## config.mk

```make
export PLATFORM = sky130hd
export DESIGN_NAME = alu_share_arb
export DESIGN_NICKNAME = d
export VERILOG_FILES = /design/src/rtl/alu_pkg.sv /design/src/rtl/alu.sv /design/src/rtl/alu_share_arb.sv
export SDC_FILE = /design/constraint.sdc
export NUM_CORES = 1
export LEC_CHECK = 0
export CAP_MARGIN = 20
export CORE_MARGIN = 1.5
export CORE_UTILIZATION = 45
export CTS_CLUSTER_SIZE = 16
export DETAILED_ROUTE_END_ITERATION = 8
export PLACE_DENSITY = 0.7
export SETUP_SLACK_MARGIN = 0.05
export SKIP_LAST_GASP = 1
export SYNTH_ARGS = -nofsm -noshare
export SYNTH_HDL_FRONTEND = slang
export SYNTH_HIERARCHICAL = 1
export SYNTH_SLANG_ARGS = --single-unit
```

## constraint.sdc

```tcl
create_clock -name clk -period 4.42 [get_ports clk]
set_clock_uncertainty 0.15 [all_clocks]
set_input_delay 0.663 -clock clk [delete_from_list [all_inputs] [get_ports clk]]
set_output_delay 0.663 -clock clk [all_outputs]
set_load 0.02 [all_outputs]
```

## src/rtl/alu_pkg.sv

```systemverilog
// alu_pkg: opcodes and FSM encodings shared by the arbiter and the alu.
package alu_pkg;
  localparam logic [2:0] ALU_ADD = 3'b000;
  localparam logic [2:0] ALU_SUB = 3'b001;
  localparam logic [2:0] ALU_AND = 3'b010;
  localparam logic [2:0] ALU_OR  = 3'b011;
  localparam logic [2:0] ALU_SLT = 3'b101;
  typedef enum logic [1:0] {ST_IDLE, ST_EXEC, ST_RESP} state_t;
endpackage

```

## src/rtl/alu.sv

```systemverilog
// alu: combinational add/sub/and/or/slt; undefined opcodes give zero with co=0.
module alu
  import alu_pkg::*;
#(
  parameter int n = 32
) (
  input  logic [2:0]   op,
  input  logic [n-1:0] x,
  input  logic [n-1:0] y,
  output logic [n-1:0] z,
  output logic         co,
  output logic         zero
);
  logic [n:0] sum, dif;
  assign sum  = {1'b0, x} + {1'b0, y};
  assign dif  = {1'b0, x} - {1'b0, y};
  assign zero = (z == '0);
  always_comb begin
    {co, z} = op == ALU_ADD ? sum :
              op == ALU_SUB ? dif :
              op == ALU_AND ? {1'b0, x & y} :
              op == ALU_OR  ? {1'b0, x | y} :
              op == ALU_SLT ? {{n{1'b0}}, x < y} : '0;
  end
endmodule

```

## src/rtl/alu_share_arb.sv

```systemverilog
// alu_share_arb: round-robin sharing of one alu between two valid/ready
// requesters, with a registered result held until the consumer accepts it.
module alu_share_arb
  import alu_pkg::*;
#(
  parameter int N = 32
) (
  input  logic         clk,
  input  logic         rst_n,
  input  logic         req0_valid,
  output logic         req0_ready,
  input  logic [2:0]   req0_op,
  input  logic [N-1:0] req0_x,
  input  logic [N-1:0] req0_y,
  input  logic         req1_valid,
  output logic         req1_ready,
  input  logic [2:0]   req1_op,
  input  logic [N-1:0] req1_x,
  input  logic [N-1:0] req1_y,
  output logic         rsp_valid,
  input  logic         rsp_ready,
  output logic         rsp_id,
  output logic [N-1:0] rsp_z,
  output logic         rsp_co,
  output logic         rsp_zero,
  output logic         busy
);
  state_t state_q, state_d;
  logic rr_q, id_q, rsp_id_q, co_q, zero_q;
  logic [2:0] op_q;
  logic [N-1:0] x_q, y_q, z_q, alu_z;
  logic alu_co, alu_zero, win, grant;
  // A grant is possible when idle or when the held result is being accepted.
  assign grant = rst_n && (req0_valid || req1_valid) &&
                 (state_q == ST_IDLE || (state_q == ST_RESP && rsp_ready));
  assign win = (req0_valid && req1_valid) ? rr_q : req1_valid;
  always_ff @(posedge clk) begin
    if (!rst_n) state_q <= ST_IDLE;
    else state_q <= state_d;
  end
  always_comb begin
    state_d = state_q == ST_EXEC ? ST_RESP :
              grant ? ST_EXEC :
              (state_q == ST_RESP && !rsp_ready) ? ST_RESP : ST_IDLE;
  end
  always_comb begin
    req0_ready = grant && !win;
    req1_ready = grant && win;
    rsp_valid  = state_q == ST_RESP;
    busy       = state_q != ST_IDLE;
  end
  always_ff @(posedge clk) begin
    if (!rst_n) begin
      rr_q     <= 1'b0;
      id_q     <= 1'b0;
      op_q     <= '0;
      x_q      <= '0;
      y_q      <= '0;
      z_q      <= '0;
      co_q     <= 1'b0;
      zero_q   <= 1'b0;
      rsp_id_q <= 1'b0;
    end else begin
      if (grant) begin
        rr_q <= !win;
        id_q <= win;
        op_q <= win ? req1_op : req0_op;
        x_q  <= win ? req1_x : req0_x;
        y_q  <= win ? req1_y : req0_y;
      end
      if (state_q == ST_EXEC) begin
        z_q      <= alu_z;
        co_q     <= alu_co;
        zero_q   <= alu_zero;
        rsp_id_q <= id_q;
      end
    end
  end
  alu #(.n(N)) u_alu (
    .op  (op_q),
    .x   (x_q),
    .y   (y_q),
    .z   (alu_z),
    .co  (alu_co),
    .zero(alu_zero)
  );
  assign rsp_z    = z_q;
  assign rsp_co   = co_q;
  assign rsp_zero = zero_q;
  assign rsp_id   = rsp_id_q;
endmodule

```

==> flow_metrics.env <==
export IMPL_outcome="finished with violations"
export IMPL_violations="DRC"
export IMPL_ys_seq_area_share_pct=21.0
export IMPL_tns_ps=0
export IMPL_cts_buffers=9
export IMPL_ys_types=91
export IMPL_layout_commonest_cell="clkdlybuf4s50_1"
export IMPL_grt_usage_pct=29.4
export IMPL_synth_top_cell_area_share_pct=21.0
export IMPL_cts_tree="built"
export IMPL_drv_cap=0
export IMPL_hpwl_um=27100
export IMPL_leakage_nw=4.63
export IMPL_mostFrequentLayoutCells="clkdlybuf4s50_1 (177), inv_1 (162), nand2_1 (148), dfxtp_1 (105), a21oi_1 (100)"
export IMPL_grt_pass1_vias=9642
export IMPL_fmax_ghz=0.241
export IMPL_synth_simple_area_share_pct=16.7
export IMPL_finalHoldViolCount=0
export IMPL_synth_cell_area_sq_um=10100
export IMPL_core_area_sq_um=22000
export IMPL_dieWidth_um=153
export IMPL_grt_max_degree=68
export IMPL_p_per_area_nw_per_um2=313
export IMPL_synthTopCellsByArea="dfxtp_1 (21%), ha_1 (12%), inv_1 (6.1%)"
export IMPL_vias=10500
export IMPL_diodes=0
export IMPL_viasPerCell=6.09
export IMPL_crit_fanout=5
export IMPL_ctsHoldBuffers=0
export IMPL_cts_num_sinks=106
export IMPL_clkLatencyLatePin_ps=370
export IMPL_io_pins=178
export IMPL_cts_max_level=3
export IMPL_fin_crit_sh_pct=93.8
export IMPL_clockRootBuffer="clkbuf_16"
export IMPL_grt_pass1_wl_um=55000
export IMPL_synthCells=1323
export IMPL_cp_end_kind="register"
export IMPL_yosysWarnings=6
export IMPL_place_port_buffers=177
export IMPL_post_synth_xor_area_fraction_pct=2.17
export IMPL_ir_drop_uv=209
export IMPL_maxSlewViolCount=0
export IMPL_drc_errors=11
export IMPL_synth_top_area_cell="dfxtp_1"
export IMPL_rsz0062_at_grt="false"
export IMPL_pre_cts_ws_ps=283
export IMPL_arrival_ps=4280
export IMPL_hp_class="register to register"
export IMPL_worstMarginPinSlew_ps=963
export IMPL_start_util_pct=46.0
export IMPL_totalPowerFinal_w=0.00386
export IMPL_synth_edf_count=0
export IMPL_clk_path_buf_depth=2
export IMPL_syn_to_final_growth_pct=22.1
export IMPL_synth_compound_area_share_pct=35.3
export IMPL_detail_route_antenna_nets=0
export IMPL_synth_mux_area_share_pct=1.09
export IMPL_rows=54
export IMPL_antenna_found_initial=0
export IMPL_setup_violations_final=0
export IMPL_fin_ws_ps=273
export IMPL_finalNetCount=1679
export IMPL_dr_pass1_iters=8
export IMPL_ys_flop_type="dfxtp_1"
export IMPL_routed_wl_um=34600
export IMPL_dieHeight_um=153
export IMPL_min_period_ps=4150
export IMPL_synth_nets=1560
export IMPL_synth_avg_cell_area_sq_um=7.64
export IMPL_drt_iter0_markers=1136
export IMPL_gp_congestion=0.996
export IMPL_ys_seq_elements=106
export IMPL_synthArstFlopShare_pct=0
export IMPL_synth_top_family_by_area="compound AO/OA/AOI/OAI gates"
export IMPL_worstSetupStartpointType="register"
export IMPL_wl_per_cell_um=20.1
export IMPL_yosys_area_share_adder_pct=12.3
export IMPL_die_area_sq_um=23400
export IMPL_layout_drive_gt1_share_pct=8.98
export IMPL_path_class="register to register"
export IMPL_cts_clk_slew_worst_paths_ps=80
export IMPL_grt_ovfl_total=0
export IMPL_relSlewSlack_pct=35.8
export IMPL_required_ps=4550
==> cell type report <==
type                       count  area, sq um
inverter                     166          624
clock buffer                   9          225
tap                          280          350
timing repair buffer         213         2070
fill                        2104         9620
clock inverter                 7         83.8
sequential                   106         2120
multi-input combinational    946         6860
==> state kept, by name, indices dropped and copies added (netlist names) <==
signal    count
id_q          1
rsp_co        1
rr_q          1
state_q       2
op_q          3
rsp_zero      1
rsp_z        32
y_q          32
rsp_id        1
x_q          32
==> cell usage after synthesis, types with 5 or more instances <==
| master | n |
|---|---|
| xnor2_1 | 19 |
| o22ai_1 | 10 |
| nand3_1 | 23 |
| or3_1 | 5 |
| a2111oi_0 | 6 |
| nor4_1 | 8 |
| inv_1 | 164 |
| buf_6 | 10 |
| o21a_1 | 8 |
| mux2i_1 | 11 |
| o21ai_0 | 56 |
| o31ai_1 | 5 |
| buf_2 | 45 |
| a221oi_2 | 31 |
| nand2_1 | 148 |
| a211oi_2 | 5 |
| o211ai_1 | 14 |
| a211o_1 | 6 |
| nor2_1 | 74 |
| buf_1 | 5 |
| xor2_1 | 6 |
| o21ai_1 | 7 |
| clkbuf_1 | 42 |
| and2_1 | 5 |
| nor2b_1 | 15 |
| nor3_1 | 22 |
| a31oi_1 | 11 |
| o21bai_1 | 7 |
| a21o_1 | 10 |
| a21oi_1 | 100 |
| o32ai_1 | 67 |
| nand2b_1 | 12 |
| ha_1 | 96 |
| a221oi_1 | 39 |
| a211oi_1 | 15 |
| dfxtp_1 | 106 |
| nor3b_1 | 5 |
| nand4_1 | 10 |
==> critical path: stages, from the launching register on <==
cell	delay, ps
dfxtp_1	350
inv_1	60
ha_1	220
fa_1	430
o21bai_1	220
a211oi_2	140
o211ai_2	390
nand2_1	150
a32oi_1	340
xnor2_1	170
a2bb2oi_1	180
nor3_1	400
and4_1	260
nand4b_1	120
nor4b_2	260
nand2_1	70
a21oi_1	140
==> logic make-up after synthesis <==
family / Yosys count
muxes: 11
adders and majority gates: 98
and+or+nand+nor: 355
DFF: 106
buffers and inverters: 271
xor gates and xnor gates: 25
AOI/OAI and AO/OA: 457
==> metrics by stage <==
stage | std cells | hold WS (ps) | util [%] | cell area (sq um)
after floorplan | 1323 | 282 | - | 10100
after detailed placement | 1710 | 296 | 54.6 | 12000
after CTS | 1726 | 307 | 56.0 | 12300
final | 1727 | 302 | 56.2 | 12300
after global routing | 1727 | 330 | 56.2 | 12300
after global placement | 1710 | 290 | 54.6 | 12000
==> worst paths after layout <==
check	startpoint	slack, ps	end	depth (start not counted)
worst max register to register	x_q[0]$_SDFFE_PN0N_	270	rsp_zero$_SDFFE_PN0P_	16
worst min register to register	rsp_z[7]$_SDFFE_PN0P_	300	rsp_z[7]$_SDFFE_PN0P_	2
worst min-delay path	rsp_z[7]$_SDFFE_PN0P_	300	rsp_z[7]$_SDFFE_PN0P_	2
worst max-delay path	x_q[0]$_SDFFE_PN0N_	270	rsp_zero$_SDFFE_PN0P_	16
==> metal layers <==
layer	vias up	global-route usage [%]	part of all wire, %
met3	32	3.15	7.4
met4	0	7.24	1.5
met5	-	0	0
met2	461	42.3	41
li1	5047	-	-
met1	4985	46.1	50
==> where the power goes <==
| part | internal, W | leakage (nW) | switching [W] |
|---|---|---|---|
| Clock | 0.000453 | 0.154 | 0.000419 |
| Sequential | 0.00104 | 0.872 | 0.0000850 |
| Combinational | 0.000750 | 3.60 | 0.00111 |
| Total | 0.00224 | 4.63 | 0.00162 |
==> what timing repair did <==
item                       CTS  global route
setup endpoints to repair    0             1
setup buffers                0             0
resized for setup            0             5
hold endpoints to repair     0             0
Note: power is estimated with default switching activity, not from simulation.
